`src/rtl/repl_pkg.sv`:
```
`default_nettype none
// +--------------------------------------------------------------------+
// | repl_pkg : shared types and constants for the instruction REPL     |
// | Revision : 1.0                                                     |
// +--------------------------------------------------------------------+
package repl_pkg;

  localparam int          REGFILE_BITS         = 1024;
  localparam int          REGFILE_BYTES        = 128;
  localparam int          BYTE_IDX_W           = $clog2(REGFILE_BYTES);
  localparam int          DRAIN_CYCLES_DEFAULT = 5;
  localparam logic [31:0] NOP_INST             = 32'h0000_0013;

  typedef enum logic [2:0] {
    ST_RECV  = 3'd0,
    ST_ISSUE = 3'd1,
    ST_DRAIN = 3'd2,
    ST_SNAP  = 3'd3,
    ST_SEND  = 3'd4
  } state_t;

endpackage
`default_nettype wire

```
`src/rtl/regfile_serializer.sv`:
```
`default_nettype none
// +--------------------------------------------------------------------+
// | regfile_serializer : holds a register-file snapshot and streams it |
// | out byte 0 first over a valid/ready port.  Revision : 1.0          |
// +--------------------------------------------------------------------+
module regfile_serializer
  import repl_pkg::*;
(
  input  logic                    clk,
  input  logic                    rst_n,
  input  logic                    load,
  input  logic [REGFILE_BITS-1:0] snap_in,
  input  logic                    tx_ready,
  output logic [7:0]              tx_data,
  output logic                    tx_valid,
  output logic                    done
);

  localparam logic [BYTE_IDX_W-1:0] LAST_IDX = BYTE_IDX_W'(REGFILE_BYTES - 1);

  logic [REGFILE_BITS-1:0] snapshot;
  logic [BYTE_IDX_W-1:0]   idx;
  logic                    valid;
  logic                    accept;

  assign accept = valid && tx_ready;

  always_ff @(posedge clk or negedge rst_n) begin
    if (!rst_n) begin
      snapshot <= '0;
      idx      <= '0;
      valid    <= 1'b0;
    end else if (load) begin
      snapshot <= snap_in;
      idx      <= '0;
      valid    <= 1'b1;
    end else if (accept) begin
      // Index wraps to 0 naturally after the last byte.
      idx <= idx + 1'b1;
      if (idx == LAST_IDX) valid <= 1'b0;
    end
  end

  assign tx_data  = snapshot[{idx, 3'b000} +: 8];
  assign tx_valid = valid;
  assign done     = accept && (idx == LAST_IDX);

endmodule
`default_nettype wire

```
`src/rtl/repl_sequencer.sv`:
```
`default_nettype none
// +--------------------------------------------------------------------+
// | repl_sequencer : UART-fed instruction injector that dumps the CPU  |
// | register file after each instruction.  Revision : 1.0             |
// +--------------------------------------------------------------------+
module repl_sequencer #(
  parameter int          DRAIN_CYCLES = repl_pkg::DRAIN_CYCLES_DEFAULT,
  parameter logic [31:0] NOP_INST     = repl_pkg::NOP_INST
) (
  input  logic                              clk,
  input  logic                              rst_n,
  input  logic [7:0]                        rx_data,
  input  logic                              rx_valid,
  output logic [7:0]                        tx_data,
  output logic                              tx_valid,
  input  logic                              tx_ready,
  output logic [31:0]                       inst_out,
  input  logic [repl_pkg::REGFILE_BITS-1:0] regfile_in,
  output logic                              busy,
  output logic                              overrun
);

  localparam int            DW         = (DRAIN_CYCLES > 1) ? $clog2(DRAIN_CYCLES) : 1;
  localparam logic [DW-1:0] DRAIN_LAST = DW'(DRAIN_CYCLES - 1);

  repl_pkg::state_t state, state_next;
  logic [1:0]       byte_cnt;
  logic [31:0]      shift_buf;
  logic [DW-1:0]    drain_cnt;
  logic             snap_load;
  logic             send_done;

  always_ff @(posedge clk or negedge rst_n) begin
    if (!rst_n) state <= repl_pkg::ST_RECV;
    else        state <= state_next;
  end

  always_comb begin
    state_next = state;
    inst_out   = NOP_INST;
    busy       = 1'b1;
    snap_load  = 1'b0;
    case (state)
      repl_pkg::ST_RECV: begin
        busy = 1'b0;
        if (rx_valid && byte_cnt == 2'd3) state_next = repl_pkg::ST_ISSUE;
      end
      repl_pkg::ST_ISSUE: begin
        inst_out   = shift_buf;
        state_next = repl_pkg::ST_DRAIN;
      end
      repl_pkg::ST_DRAIN: begin
        if (drain_cnt == DRAIN_LAST) state_next = repl_pkg::ST_SNAP;
      end
      repl_pkg::ST_SNAP: begin
        snap_load  = 1'b1;
        state_next = repl_pkg::ST_SEND;
      end
      repl_pkg::ST_SEND: begin
        if (send_done) state_next = repl_pkg::ST_RECV;
      end
      default: state_next = repl_pkg::ST_RECV;
    endcase
  end

  // Bytes arriving outside RECV are dropped and flagged; nothing else moves.
  always_ff @(posedge clk or negedge rst_n) begin
    if (!rst_n) begin
      byte_cnt  <= '0;
      shift_buf <= '0;
      drain_cnt <= '0;
      overrun   <= 1'b0;
    end else begin
      if (rx_valid) begin
        if (state == repl_pkg::ST_RECV) begin
          shift_buf <= {rx_data, shift_buf[31:8]};
          byte_cnt  <= byte_cnt + 2'd1;
        end else begin
          overrun <= 1'b1;
        end
      end
      if (state == repl_pkg::ST_DRAIN)
        drain_cnt <= (drain_cnt == DRAIN_LAST) ? '0 : drain_cnt + DW'(1);
    end
  end

  regfile_serializer u_serializer (
    .clk      (clk),
    .rst_n    (rst_n),
    .load     (snap_load),
    .snap_in  (regfile_in),
    .tx_ready (tx_ready),
    .tx_data  (tx_data),
    .tx_valid (tx_valid),
    .done     (send_done)
  );

endmodule
`default_nettype wire

```
`config.mk`:
```
export PLATFORM = sky130hd
export DESIGN_NAME = repl_sequencer
export DESIGN_NICKNAME = d
export VERILOG_FILES = /design/src/rtl/repl_pkg.sv /design/src/rtl/regfile_serializer.sv /design/src/rtl/repl_sequencer.sv
export SDC_FILE = /design/constraint.sdc
export NUM_CORES = 2
export LEC_CHECK = 0
export ABC_AREA = 1
export BUFFER_PORTS_ARGS = -buffer_cell sky130_fd_sc_hd__buf_4
export CORE_AREA = 2 2 424 426
export CTS_BUF_LIST = sky130_fd_sc_hd__clkbuf_8 sky130_fd_sc_hd__clkbuf_16
export DETAILED_ROUTE_END_ITERATION = 10
export DIE_AREA = 0 0 426 428
export PLACE_DENSITY = 0.59
export SYNTH_ARGS = -nofsm -noshare
export SYNTH_HDL_FRONTEND = slang
export SYNTH_SLANG_ARGS = --single-unit
```
`constraint.sdc`:
```
create_clock -name clk -period 2.3 [get_ports clk]
set_input_delay 0.23 -clock clk [delete_from_list [all_inputs] [get_ports clk]]
set_output_delay 0.23 -clock clk [all_outputs]
set_load 0.1 [all_outputs]
```
==> results.tsv <==
metric	value	unit
status	finished, violations left	
violated checks	setup timing	
die footprint	182000	sq um
post-synthesis sequential area ratio	51.9	%
Critical path origin	u_serializer.idx[0]$_DFFE_PN0P_	
clk buf depth	3	
DR iter-0 viols	4716	
H-Tree Depth	3	
# rows	155	
grt total ovfl	0	
Gate power share	46.8	%
CP cell instances	buf_12 -> clkbuf_16 -> buf_4 -> clkbuf_16 -> nand2_1 -> nand2_1 -> a21oi_1 -> buf_4 -> nor2_1 -> buf_4 -> nand2_1 -> nand2_1 -> nor2_4 -> nor2_4 -> nor2_4 -> buf_12	
nets	10400	
number of detailed-route iterations in the first pass	5	
GPL Wtd Cong	0.934	
final hold slack	0.202	ns
internal power	44.6	mW
pin count of the biggest net entering global routing	120	
CTS tree	built	
Buf+Inv Stages, Crit Path	7	
Reg power frac	26.1	%
wire length per cell	22.1	um
R2R setup slack	0.09	ns
Reg clk slew, reported paths	0.06	ns
worst setup path end	tx_data[0]	
Yosys cell types	28	
Sw Share	39.7	%
Leakage	39.6	nW
first-pass GRT wire length	377000	um
total routed wirelength	262000	um
Setup violations, final	16	
HPWL Detailed	183000	um
synth top area cells	dfrtp_1, nand2_1, o21ai_0, nor2_1, nand3_1	
drt drc	0	
Register-to-Register Path Depth	10	
Synth top area share	51.9	%
Die Span Y	428	um
ys async rst share	100	%
Most common cell on crit path	nand2_1	
Port-buffer cells	1078	
area grow syn2layout	60.4	%
Slew HR	45.6	%
fin crit period	3.51	ns
r2r startpoint	u_serializer.idx[1]$_DFFE_PN0P_	
Max IR drop VDD	824	uV
TritonCTS buffer count	121	
core area	178000	sq um
Initial Util	29.1	%
WP data required	2.07	ns
Total GRT Usage	27.8	%
min setup slack post-route	-1.21	ns
clock network fraction of total power	27.1	%
vias	57300	
CP max FO	10	
final clock skew	0.0204	ns
antenna viol nets, final	0	
fillers	16600	
Hold Crit Class	in -> reg	
f_max	0.285	GHz
RR Endpoint	state[0]$_DFFE_PN0P_	
DR vias/cell	4.82	
pwr dens	890	nW/um^2
delay-heaviest family, CP	buffers and inverters	
Syn Nets	8195	
mapped cell area	51800	sq um
Die Wd	426	um
num ports	1079	
critical path depth in cells	16	
Max Cap Violations	0	
actual slew at the worst max-slew pin	0.813	ns
Seq cells post-synth	1073	
WS Path Type	reg -> out	
Top FF cell, synth	dfrtp_1	
RSZ-0062 raised after global routing	yes	
Worst setup SP type	register	
CP arrival	3.28	ns
leading area contributor after synthesis	dfrtp_1	
Final Max Tran Viols	0	
antenna violations before repair	57	
setup TNS	-9.55	ns
fraction of layout cells with a size suffix above 1	21.5	%
Hold Fails Final Rpt	0	
CTS Root Cell	clkbuf_16	
Synth Warn #	0	
vias in the first global route	59000	
max incr delay on CP	0.51	ns
CP Capture Type	primary output	
Worst Hold Depth	4	
Post-synth EDFFs	0	
Mapped Cells	7155	
Clk Latency, worst-skew pair	0.77	ns
clk sinks	1073	
NetSw	29.3	mW
Synth Area per Inst	7.23	sq um
cell with the largest stage delay on the worst path	dfrtp_4	
final worst-path cycle share	153	%
registers in the layout, indices dropped and copies added, names as in the netlist:
| register | flops |
|---|---|
| overrun | 1 |
| drain_cnt | 3 |
| byte_cnt | 2 |
| u_serializer.snapshot | 1024 |
| u_serializer.tx_valid | 1 |
| state | 3 |
| shift_buf | 32 |
| u_serializer.idx | 7 |
how the worst min path moves through the flow:
stage                                                   to       startpoint  slack (ns)
floorplan                          byte_cnt[0]$_DFFE_PN0P_            rst_n       -0.07
global placement                       overrun$_DFFE_PN0P_            rst_n        0.16
detailed placement                shift_buf[0]$_DFFE_PN0P_            rst_n        0.16
CTS                 u_serializer.snapshot[105]$_DFFE_PN0P_  regfile_in[105]        0.13
global route         u_serializer.snapshot[99]$_DFFE_PN0P_            rst_n        0.18
finish              u_serializer.snapshot[664]$_DFFE_PN0P_  regfile_in[664]        0.20
metrics by stage:
step                      cell area, sq um  power [mW]  setup WS [ns]  std cells  utilization (%)
after floorplan                      51800        32.3        -0.0455       7155                -
after global placement               64900        48.1         -0.964      10500             36.5
after detailed placement             64900        48.0         -0.970      10500             36.5
after CTS                            81900        72.9          -1.32      11800             46.1
after global routing                 83000        77.1          -1.33      11900             46.7
final                                83000        73.9          -1.21      11900             46.7
synth_stat cells, types with 2 or more instances:
cell / instances
buf_1: 27
inv_1: 547
or2_2: 3
clkbuf_1: 173
ha_1: 4
o21ai_1: 72
nand2_1: 3204
inv_2: 4
nand3_1: 434
and3_1: 2
nor3_1: 3
buf_2: 187
buf_4: 50
nor2_1: 702
a21oi_1: 27
o211ai_1: 12
buf_6: 11
dfrtp_1: 1073
clkinv_1: 5
o21ai_0: 607
layout by cell type (no fill, tap or decap), types with 11 or more instances in the layout:
cell           count
nor2_1           589
bufbuf_16         11
nand2_2           78
buf_8             11
clkbuf_16        133
nor2_4            68
buf_16            19
buf_6             24
nor2_2            46
nand3_4           23
nand2_1         3120
dfrtp_1         1070
o211ai_1          12
nand3_1          346
o21ai_1           80
nand3_2           65
buf_4           1273
dlygate4sd3_1   1036
clkbuf_8          31
clkinv_2          29
buf_12           157
a21oi_1           21
inv_1            560
o21ai_0          590
diode_2           53
tightest hold or removal path, delay by kind of cell:
kind,cells,cell delay [ns]
AND/OR/NAND/NOR,2,0.09
buffers and inverters,2,0.61
cells by family (layout without fill, tap and decap cells):
logic type	count (synthesis)	after routing	synth area share (%)
AO/OA/AOI/OAI	721	721	7.06
buffers and inverters	1004	3325	8.26
other	0	53	0
flip-flops	1073	1073	51.9
AND/OR/NAND/NOR	4351	4351	32.7
XOR/XNOR	1	1	0.0169
multiplexers	1	1	0.0218
adder cells (fa/ha/maj)	4	4	0.0967
final cells by class:
cell class                 count  area, sq um  share of cell area [%]
antenna                       53          133                   0.160
clock buffer                 154         3500                    4.22
clock inverter                73          588                   0.708
inverter                     556         2130                    2.57
multi-input combinational   5078        22200                    26.7
sequential                  1073        26900                    32.4
tap                         2355         2950                    3.55
timing repair buffer        2541        24600                    29.7
timing repair inverter         1         16.3                  0.0196
power groups by stage:
stage / clock network (mW) / logic (mW) / registers (mW)
after floorplan: 0 / 12.8 / 19.5
after global placement: 0 / 28.4 / 19.6
after detailed placement: 0 / 28.4 / 19.7
after CTS: 20.3 / 33.4 / 19.3
after global routing: 21.0 / 36.8 / 19.3
final: 20.0 / 34.6 / 19.3
repair_timing:
action	4_1_cts	5_1_grt
endpoints found under the hold margin	1748	0
buffers inserted	40	15
resized for setup	426	186
endpoints found under the setup margin	40	42
hold buffers	1036	0
cloned	21	10
pin swaps	70	88
per-layer routing:
| metal | vias to the layer above | track usage [%] | share of wire, % |
|---|---|---|---|
| met5 | - | 0 | 0.010 |
| met4 | 4 | 19.5 | 8.1 |
| met3 | 802 | 4.11 | 5.2 |
| met2 | 2437 | 47.0 | 49 |
| met1 | 27600 | 32.2 | 38 |
| li1 | 26400 | - | - |
No activity file was read; power rests on OpenSTA's default activity.
